==> src/rtl/rcrc_pkg.sv <==
// Shared types and constants for the serial CAN-style CRC checker.
// State encoding plus the standard CAN CRC-15/17/21 generator polynomials.
package rcrc_pkg;

    typedef enum logic [1:0] {
        IDLE = 2'd0,
        RUN  = 2'd1,
        DONE = 2'd2
    } state_t;

    localparam logic [14:0] CRC15 = 15'h4599;
    localparam logic [16:0] CRC17 = 17'h1685B;
    localparam logic [20:0] CRC21 = 21'h102899;

endpackage

==> src/rtl/rcrc_if.sv <==
// Bundle of the serial-bit/control inputs and CRC status outputs of rcrc_reg.
// master drives the bit stream and pulses; slave is the CRC checker.
interface rcrc_if #(
    parameter int WIDTH = 15,
    parameter int CNTW  = 7
);
    logic             enable;
    logic             Input;
    logic             start;
    logic             check;
    logic [WIDTH-1:0] crc;
    logic             crc_zero;
    logic             crc_err;
    logic [CNTW-1:0]  bit_cnt;

    modport master (
        output enable, Input, start, check,
        input  crc, crc_zero, crc_err, bit_cnt
    );

    modport slave (
        input  enable, Input, start, check,
        output crc, crc_zero, crc_err, bit_cnt
    );
endinterface

==> src/rtl/rcrc_edge.sv <==
// Rising-edge detector for the bit strobe: one pulse per high phase of enable,
// however many clocks enable stays high.
module rcrc_edge (
    input  logic clock,
    input  logic reset,
    input  logic enable,
    output logic strobe
);
    logic r_flag;

    always_ff @(posedge clock or negedge reset) begin
        if (!reset) begin
            r_flag <= 1'b0;
        end else begin
            r_flag <= enable;
        end
    end

    assign strobe = enable & ~r_flag;

endmodule

==> src/rtl/rcrc_reg.sv <==
// Serial CRC register with IDLE/RUN/DONE frame control and end-of-frame check.
// Define RCRC_STICKY_ERR_EN to hold crc_err until the next start; otherwise it pulses for one clock.
module rcrc_reg
    import rcrc_pkg::*;
#(
    parameter int               WIDTH = 15,
    parameter logic [WIDTH-1:0] POLY  = CRC15,
    parameter int               CNTW  = 7
) (
    input  logic  clock,
    input  logic  reset,
    rcrc_if.slave bus
);
    logic             w_strobe;
    logic             w_take;
    logic             w_nxt;
    logic [WIDTH-1:0] w_crc_shift;
    logic [WIDTH-1:0] w_crc_upd;
    logic [CNTW-1:0]  w_cnt_upd;

    state_t           r_state;
    logic [WIDTH-1:0] r_crc;
    logic [CNTW-1:0]  r_cnt;
    logic             r_err;

    rcrc_edge u_edge (
        .clock  (clock),
        .reset  (reset),
        .enable (bus.enable),
        .strobe (w_strobe)
    );

    // start overrides everything in the FSM, so a strobe in the same clock is simply dropped there
    assign w_take      = w_strobe && (r_state == RUN);
    assign w_nxt       = bus.Input ^ r_crc[WIDTH-1];
    assign w_crc_shift = {r_crc[WIDTH-2:0], 1'b0} ^ (w_nxt ? POLY : '0);
    assign w_crc_upd   = w_take ? w_crc_shift : r_crc;
    assign w_cnt_upd   = (w_take && (r_cnt != '1)) ? r_cnt + 1'b1 : r_cnt;

    always_ff @(posedge clock or negedge reset) begin
        if (!reset) begin
            r_state <= IDLE;
            r_crc   <= '0;
            r_cnt   <= '0;
            r_err   <= 1'b0;
        end else if (bus.start) begin
            r_state <= RUN;
            r_crc   <= '0;
            r_cnt   <= '0;
            r_err   <= 1'b0;
        end else begin
`ifndef RCRC_STICKY_ERR_EN
            r_err <= 1'b0;
`endif
            case (r_state)
                RUN: begin
                    r_crc <= w_crc_upd;
                    r_cnt <= w_cnt_upd;
                    // check sees the crc including a coincident strobe
                    if (bus.check) begin
                        r_state <= DONE;
                        r_err   <= (w_crc_upd != '0);
                    end
                end
                default: ;
            endcase
        end
    end

    assign bus.crc      = r_crc;
    assign bus.crc_zero = (r_state != IDLE) && (r_crc == '0);
    assign bus.crc_err  = r_err;
    assign bus.bit_cnt  = r_cnt;

endmodule

==> src/flat_wrapper.sv <==
// flat-port wrapper written by rule: the top's interface ports become plain ports
module rcrc_reg_flat import rcrc_pkg::*;
#(
    parameter int               WIDTH = 15,
    parameter logic [WIDTH-1:0] POLY  = CRC15,
    parameter int               CNTW  = 7
)
  (clock, reset, bus_enable, bus_Input, bus_start, bus_check, bus_crc, bus_crc_zero, bus_crc_err, bus_bit_cnt);
  rcrc_if #(.WIDTH(WIDTH), .CNTW(CNTW)) bus_i ();
  input  logic clock;
  input  logic reset;
  input wire logic [$bits(bus_i.enable)-1:0] bus_enable;
  input wire logic [$bits(bus_i.Input)-1:0] bus_Input;
  input wire logic [$bits(bus_i.start)-1:0] bus_start;
  input wire logic [$bits(bus_i.check)-1:0] bus_check;
  output wire logic [$bits(bus_i.crc)-1:0] bus_crc;
  output wire logic [$bits(bus_i.crc_zero)-1:0] bus_crc_zero;
  output wire logic [$bits(bus_i.crc_err)-1:0] bus_crc_err;
  output wire logic [$bits(bus_i.bit_cnt)-1:0] bus_bit_cnt;
  assign bus_i.enable = bus_enable;
  assign bus_i.Input = bus_Input;
  assign bus_i.start = bus_start;
  assign bus_i.check = bus_check;
  assign bus_crc = bus_i.crc;
  assign bus_crc_zero = bus_i.crc_zero;
  assign bus_crc_err = bus_i.crc_err;
  assign bus_bit_cnt = bus_i.bit_cnt;
  rcrc_reg #(.WIDTH(WIDTH), .POLY(POLY), .CNTW(CNTW)) u_core (.clock(clock), .reset(reset), .bus(bus_i));
endmodule
==> config.mk <==
export PLATFORM = sky130hd
export DESIGN_NAME = rcrc_reg_flat
export DESIGN_NICKNAME = d
export VERILOG_FILES = /design/src/rtl/rcrc_pkg.sv /design/src/rtl/rcrc_if.sv /design/src/rtl/rcrc_edge.sv /design/src/rtl/rcrc_reg.sv /design/src/flat_wrapper.sv
export SDC_FILE = /design/constraint.sdc
export NUM_CORES = 1
export LEC_CHECK = 0
export ABC_AREA = 1
export ABC_CLOCK_PERIOD_IN_PS = 3600
export CAP_MARGIN = 20
export CORE_ASPECT_RATIO = 0.7
export CORE_MARGIN = 2
export CORE_UTILIZATION = 45
export CTS_CLUSTER_DIAMETER = 100
export DETAILED_ROUTE_END_ITERATION = 8
export PLACE_DENSITY_LB_ADDON = 0.12
export SETUP_SLACK_MARGIN = 0.5
export SLEW_MARGIN = 10
export SYNTH_ARGS = -nofsm -noshare
export SYNTH_HDL_FRONTEND = slang
export SYNTH_SLANG_ARGS = --single-unit
==> constraint.sdc <==
create_clock -name clock -period 3.6 [get_ports clock]
set_clock_uncertainty 0.05 [all_clocks]
set_input_delay 0.36 -clock clock [delete_from_list [all_inputs] [get_ports clock]]
set_output_delay 0.36 -clock clock [all_outputs]
set_load 0.005 [all_outputs]
* Word-level counts from Yosys, hierarchy flattened
Index checks and enable logic that the tools add are counted.
Widths: inputs -> output; s select.
** Storage, ports and cells
- RAM bits :: 0
- Output and inout bits :: 24
- Bits in registers :: 26
- Bits in read-only memories :: 0
- Latch bits :: 0
- Word-level logic and storage cells :: 36
- Input bits :: 6
- Memories kept :: 0
** Operators by class
- Add/subtract/negate cells :: 1
- $mul :: 0
- Shift operators :: 0
- Equality and inequality tests :: 2
- Div/mod/pow operators :: 0
- Mux-type cells :: 13
- Bitwise operators :: 4
- Reductions and logical operators :: 11
- Magnitude comparators :: 0
** Operators by type and width (number)
- $mux 15 :: 4
- $mux 7 :: 3
- $logic_not 15->1 :: 1
- $reduce_bool 15->1 :: 1
- $xor 15x15->15 :: 1
- $reduce_bool 2->1 :: 4
- $add 7x1->7 const B :: 1
- $ne 7x7->1 const B :: 1
- $mux 2 :: 3
- $reduce_and 2->1 :: 2
- $logic_and 1x1->1 :: 3
- $mux 1 :: 3
- $eq 2x1->1 const B :: 1
- $and 1x1->1 :: 1
- $not 1->1 :: 1
- $xor 1x1->1 :: 1

* Depth between registers and ports, before layout
- Depth in word-level cells :: 8
- Depth in mapped cells :: 11
- Mapped depth without buffers :: 10

* Cells and area by module
A second synthesis with hierarchy kept.
** Second synthesis, totals
- Cells, all modules :: 179
- Area, all modules :: 1360.1 um2
** By module, submodules not included
- rcrc_reg :: cells each 176, area an instance 1325.0 um2, instances 1
- rcrc_edge :: cells each 3, area an instance 35.0 um2, instances 1

* Worst setup path before layout
Ideal clock, no wire load.
- Path kind :: register -> register
- Start point :: reg u_core.r_cnt[1] (netlist: u_core.bus.bit_cnt[1])
- End point :: reg u_core.r_cnt[5] (netlist: u_core.bus.bit_cnt[5])
- Cell stages (with the launch flop) :: 9
- Buffers on the path :: 0
- Required time :: 3.427 ns
- Data arrival time :: 1.253 ns
- Library setup time :: 0.123 ns
- Path slack :: 2.173 ns
- Path through :: dfrtp_1 -> ha_1 -> nand4_1 -> nor3_2 -> nor2_2 -> nor2_2 -> inv_1 -> nand2_1 -> o21ai_1
** On the way
- Cells in the longest elaborated chain, start to end :: 4
- Elaborated cells between the ends (all ways) :: 8
- Classes of those cells :: add/sub (1); eq/ne (1); mux (3); reduce/logical (3)
** RTL lines
- from (decl) :: RTL line rcrc_reg.sv:23 : logic [CNTW-1:0] r_cnt;
- from (signal assigned) :: RTL line rcrc_reg.sv:58 : r_cnt <= w_cnt_upd;
- $add 7x1->7 / $ne 7x7->1 (equally long branches) :: RTL line rcrc_reg.sv:38 : assign w_cnt_upd = (w_take && (r_cnt != '1)) ? r_cnt + 1'b1 : r_cnt;
- $mux 7 / $logic_and 1x1->1 (equally long branches) :: RTL line rcrc_reg.sv:38
- $mux 7 / $reduce_bool 2->1 (equally long branches)
- $mux 7 / $reduce_and 2->1 (equally long branches)
Parallel ways exist; a longest one is shown, timed or not. The select of a mux whose other input is x is not followed.
A chain may end at the register's enable or synchronous reset.

* Worst setup path in the final report
- Start point :: reg u_core.r_crc[13] (netlist: u_core.bus.crc[13])
- End point :: out bus_crc_zero
** On the way
- Cells in the longest elaborated chain, start to end :: 2
** RTL lines
- from (decl) :: RTL line rcrc_reg.sv:22 : logic [WIDTH-1:0] r_crc;
- from (signal assigned) :: RTL line rcrc_reg.sv:57 : r_crc <= w_crc_upd;
- $logic_not 15->1 :: RTL line rcrc_reg.sv:71 : assign bus.crc_zero = (r_state != IDLE) && (r_crc == '0);
- $logic_and 1x1->1 :: RTL line rcrc_reg.sv:71
- to (decl) :: RTL line flat_wrapper.sv:17 : output wire logic [$bits(bus_i.crc_zero)-1:0] bus_crc_zero;
No other way between the ends.

==> flow_summary.toml <==
[sta]
min_period_ns = 2.37
slew_headroom_pct = 49.2
rsz0062_at_grt = "no"
slew_viol_final = 0
tightest_slew_ns = 0.759
fin_setup_tns_ns = 0
max_freq_ghz = 0.421
hold_viol = 0
min_period_over_period_pct = 65.9
holdWs_ns = 0.393
setup_viol = 0

[die]
dieHeight_um = 50.8
die_w_um = 70.8
core_um2 = 2880
start_util_pct = 48.8
row_count = 16
dieArea_um2 = 3600
ios = 30

[critical_path]
r2r_slack_ns = 1.89
critPathSlowestCell = "clkdlybuf4s50_1"
crit_path_frequent_cell = "nor4_1"
critPathTopFamily = "buffers and inverters"
crit_chain = "nor4_1 -> o21ai_0 -> nor4_1 -> clkdlybuf4s50_1"
critical_path_arrival_ns = 1.96
critical_path.max_fanout = 4
worstPathRequired_ns = 3.19
worst_path_largest_cell_delay_ns = 0.57
r2r_start = "u_core.bus.bit_cnt[1]"
worstSetupEndpointType = "output pin"
r2r_end = "u_core.bus.bit_cnt[5]"
cp-start-kind = "register"
crit_buf_inv = 1
ff2ff_path_depth = 8
critical_path_class = "register to output pin"

[logic_synthesis]
synth_top_area_share_pct = 46.2
ys_seq_elements = 26
synthCells = 190
netlist.top_cell.by_area = "dfrtp_1"
avgSynthCellArea_um2 = 7.41
synth_seq_area_share_pct = 46.2
ys.warnings.count = 0
syn_area_um2 = 1410
synth_cell_types = 23
synth_fp_nets = 197
synth_area_leaders = "dfrtp_1, nand2_1, nand3_1"

[cells_and_area]
antennaDiodeCount = 0
layout-drive-gt1-share_pct = 7.73
syn2layout_area_growth_pct = 26.1
nets = 228
final_util_pct = 61.6

[clocking]
cts_tree = "yes"
htree_levels = 1
root_buffer = "clkbuf_8"
path_clk_slew_ns = 0.10
cts_setup_buffers = 0
cts_resized = 0
cts_hold_buffers = 0
clock-sinks = 26
clockBufferDepth = 2
numCtsBuffers = 3
clk_latency_ns = 0.28

[routing]
drt_iter0_markers = 91
drt_pass1_iterations = 4
drc = 0
routed_wl_mm = 3.46
vias_per_cell = 5.12
routedWlPerCell_um = 13.5
ant_nets = 0
via_count = 1311

[placement]
gp_congestion = 0.877
io_buffers = 29
dp_hpwl_mm = 2.61

[grt]
grt_pass1_wl_mm = 5.91
antenna_found_initial = 0
grt_pass1_vias = 1207
grtUsageTotal_pct = 21.3
grt-ovfl-total = 0
grt_max_degree = 27

[power_and_ir_drop]
irDropWorstVdd_v = 0.000273
power_density_nw_per_um2 = 396
p_leak_nw = 0.853
clock_power_share_pct = 27.5
internal_power_w = 0.000486
pwr-share-seq_pct = 46.9
p_sw_w = 0.000216
combinationalPowerShare_pct = 25.6
swShare_pct = 30.8

[hold_path]
worstHoldPathType = "input port to async pin"

[run_status]
status = "finished clean"

[job]
maxCapViolCount = 0
==> layout by cell type (no fill, tap or decap), types with 2 or more instances in the layout <==
master | netlist | final
nand2_1 | 51 | 51
clkdlybuf4s50_1 | 0 | 29
dfrtp_1 | 26 | 26
nor2_1 | 25 | 25
inv_1 | 24 | 24
nand3_1 | 22 | 22
a21oi_1 | 9 | 9
o21ai_0 | 5 | 5
nand2_2 | 4 | 4
clkbuf_8 | 0 | 4
nand4_1 | 3 | 3
nor2_2 | 3 | 3
o21ai_1 | 3 | 3
nor4_1 | 2 | 2
nor2_4 | 2 | 2
==> how the worst max path moves through the flow <==
stage	cells past startpoint	slack (ns)	to	start
detailed placement	10	1.54	u_core.bus.crc_err	bus_enable
floorplan	8	2.17	u_core.bus.bit_cnt[5]	u_core.bus.bit_cnt[1]
CTS	4	1.28	bus_crc_zero	u_core.bus.crc[12]
global placement	10	1.60	u_core.bus.crc_err	bus_enable
global route	4	1.20	bus_crc_zero	u_core.bus.crc[12]
finish	4	1.23	bus_crc_zero	u_core.bus.crc[13]
==> cell type report <==
cell class              instances  area, um^2
fillers                       253        1110
flip-flops and latches         26         651
multi-input cells             135         633
repair buffers                 30         298
inverters                      25        93.8
clock buffers                   4        55.1
well taps                      36        45.0
==> registers in the layout, indices dropped and copies added (netlist names) <==
name and cells:
u_core.bus.crc 15, u_core.bus.bit_cnt 7, u_core.r_state 2, u_core.bus.crc_err 1
u_core.u_edge.r_flag 1
==> power by group through the flow <==
stage / sequential (W) / combinational, W / clock (W)
6_report: 0.000329 / 0.000180 / 0.000193
5_1_grt: 0.000332 / 0.000201 / 0.000210
4_1_cts: 0.000329 / 0.000180 / 0.000199
3_5_place_dp: 0.000335 / 0.000179 / 0
3_3_place_gp: 0.000334 / 0.000175 / 0
2_1_floorplan: 0.000332 / 0.000107 / 0
==> cells by family after synthesis <==
| group | count (synthesis) | share of synthesized area [%] |
|---|---|---|
| flops | 26 | 46.2 |
| buf+inv | 29 | 8.80 |
| fa+ha+maj | 1 | 0.889 |
| simple gates | 115 | 36.9 |
| xor+xnor | 1 | 0.622 |
| compound gates | 18 | 6.58 |
==> stage by stage <==
step                std cells  total power [W]  instance area [um^2]  setup WS (ns)
floorplan                 190         0.000439                  1410           2.17
global placement          252         0.000509                  1720           1.60
detailed placement        252         0.000514                  1720           1.54
CTS                       256         0.000708                  1780           1.28
global route              256         0.000743                  1780           1.20
finish                    256         0.000703                  1780           1.23
==> synthesized netlist by cell type <==
cell and count:
nand2_2 4, a21oi_1 9, inv_1 24, clkbuf_1 1
nor2_1 25, nand4_1 3, buf_1 1, nor3_2 1
inv_2 1, nand2_4 1, dfrtp_1 26, nor2_4 2
nor3_1 1, nand3_1 22, o21ai_1 3, nor2_2 3
ha_1 1, xor2_1 1, buf_6 2, nor4_1 2
o21ai_0 5, a22oi_1 1, nand2_1 51
==> layer usage <==
| metal | vias to the layer above | GRT usage, % | part of all wire (%) |
|---|---|---|---|
| met5 | - | 0 | 0 |
| met4 | 0 | 4.09 | 0.40 |
| met3 | 2 | 6.83 | 7.6 |
| met2 | 52 | 31.0 | 43 |
| met1 | 593 | 31.3 | 49 |
| li1 | 664 | - | - |
Note: power is estimated with default switching activity, not from simulation.
==> patch (same settings) <==
Encoding of `state_t`: now one-hot (3 bits for 3 states).
--- a/src/rtl/rcrc_pkg.sv
+++ b/src/rtl/rcrc_pkg.sv
@@ -3,8 +3,8 @@
 package rcrc_pkg;
 
-    typedef enum logic [1:0] {
-        IDLE = 2'd0,
-        RUN  = 2'd1,
-        DONE = 2'd2
+    typedef enum logic [2:0] {
+        IDLE = 3'b001,
+        RUN  = 3'b010,
+        DONE = 3'b100
     } state_t;
 
Behaviour: same outputs for any inputs over 10 cycles, from zero or initial values and one cycle with reset low; not proved beyond that.
==> patch against the unedited design <==
Cell count grew 0.39%. Sequential cell count grew 1. Power shrank 1.1%. Wire length shrank 8.8%. Critical path type unchanged. Design area grew 1.9%. Global-route usage shrank 2.1 points. Worst setup slack lost 0.11 ns. Hold slack gained 0.0070 ns. Clock power shrank 13%. Maximum frequency shrank 4.2%. Synthesized area grew 4.0%. Via count shrank 2.0%. Largest power group unchanged. Non-clock buffer count is the same.
==> patch: results (changes against the unedited design) <==
----------------------------------------------------
[Worst setup path]
  Arrival time at the worst endpoint ... 2.07 ns (was 1.96 ns)
  Worst Path Max Fanout ... 5 (was 4)

[Global route]
  Vias in the first global route ... 1144 (was 1207)
  Pin count of the biggest net entering global routing ... 28 (was 27)
  Total track usage ... 19.2% (was 21.3%)
  First-pass GRT wire length ... 5420 µm (was 5910 µm)

[Die]
  Floorplan die width ... 72.2 µm (was 70.8 µm)

[Route]
  Uppermost layer routed ... met3 (was met4)
  DRC violation total after the first TritonRoute iteration ... 155 (was 91)
  Via count ... 1285 (was 1311)
  Met3 layer wire length in the routed design ... 212 µm (was 262 µm)
  Metal-1 WL ... 1630 µm (was 1690 µm)
  DR WL met2 ... 1310 µm (was 1500 µm)
  Total length of routed wires ... 3160 µm (was 3460 µm)

[Power and ir drop]
  Peak supply drop ... 0.222 mV (was 0.273 mV)
  Relative contribution of combinational cells to total power ... 26.3% (was 25.6%)
  Lkg Pwr ... 0.835 nW (was 0.853 nW)
  Sequential Power ... 344 µW (was 329 µW)
  Switching fraction of total power ... 30.2% (was 30.8%)

[Synth]
  Primary FF master, synth ... sky130_fd_sc_hd__dfrtp_1 (unchanged)
  Post-synth top cells ... sky130_fd_sc_hd__nand2_1 (43), sky130_fd_sc_hd__dfrtp_1 (26), sky130_fd_sc_hd__inv_1 (23), sky130_fd_sc_hd__nor2_1 (23), sky130_fd_sc_hd__nand3_1 (19) (was sky130_fd_sc_hd__nand2_1 (51), sky130_fd_sc_hd__dfrtp_1 (26), sky130_fd_sc_hd__nor2_1 (25))
  Top cells by area in the synthesized netlist ... sky130_fd_sc_hd__dfrtp_1 (44%), sky130_fd_sc_hd__nand2_1 (11%), sky130_fd_sc_hd__nand3_1 (6.5%) (was sky130_fd_sc_hd__dfrtp_1 (46%), sky130_fd_sc_hd__nand2_1 (14%), sky130_fd_sc_hd__nand3_1 (7.8%))
  Sequential cell area fraction in the yosys report ... 46.2% (about the same)
  Distinct cells, synth ... 27 (was 23)

[Place]
  Half-perimeter wire length after detailed placement ... 2390 µm (was 2610 µm)
  Placement-stage worst setup slack ... 1.32 ns (was 1.54 ns)
  Weighted congestion at the end of routability-driven global placement ... 0.870 (was 0.877)

[Layout]
  Post-layout net count ... 227 (was 228)
  Layout cell share with drive strength beyond 1 ... 11.0% (was 7.73%)
  Max FFs per register ... 15 (unchanged)

[Timing]
  Slew @ Worst Pin ... 0.756 ns (was 0.759 ns)

[Status]
  Result of the run ... finished clean (unchanged)

----------------------------------------------------
[patch: final cells by class]
type,instances,area [µm²]
inverter,26,97.6
sequential,27,677
tap,38,47.5
clock buffer,4,45.0
fill,289,1320
timing repair buffer,30,298
multi-input combinational,132,644
[patch: worst max-delay path: stages, from the launching register on]
cell and delay, ns:
sky130_fd_sc_hd__dfrtp_1 0.44, sky130_fd_sc_hd__nor4_1 0.46, sky130_fd_sc_hd__nand4_1 0.14, sky130_fd_sc_hd__a31oi_1 0.22, sky130_fd_sc_hd__clkdlybuf4s50_1 0.54
[patch: final timing paths]
| check | startpoint | slack [ns] | cells past startpoint | end |
|---|---|---|---|---|
| setup / recovery | u_core.bus.crc[7] | 1.12 | 4 | bus_crc_zero |
| hold / removal | reset | 0.40 | 2 | u_core.bus.crc[7] |
| setup reg to reg | u_core.r_state[2] | 1.81 | 8 | u_core.bus.crc_err |
| hold reg to reg | u_core.r_state[0] | 0.46 | 2 | u_core.r_state[0] |
| max in group asynchronous | reset | 2.80 | 2 | u_core.r_state[0] |
| min in group clock | u_core.r_state[0] | 0.46 | 2 | u_core.r_state[0] |
[patch: metal layers]
| metal | vias to the layer above | global-route usage (%) |
|---|---|---|
| li1 | 663 | - |
| met1 | 580 | 27.5 |
| met2 | 42 | 30.1 |
| met3 | 0 | 5.04 |
| met4 | 0 | 2.52 |
| met5 | - | 0 |
[patch: per-stage QoR]
step	area (µm²)	cells
floorplan	1460	190
global placement	1760	253
detailed placement	1760	253
CTS	1810	257
global route	1810	257
finish	1810	257
[patch: cell families after synthesis]
family                   share of synthesized area [%]
flip-flops                                        46.2
AND/OR/NAND/NOR                                   35.5
AO/OA/AOI/OAI                                     7.69
buffers and inverters                             9.74
adder cells (fa/ha/maj)                          0.855
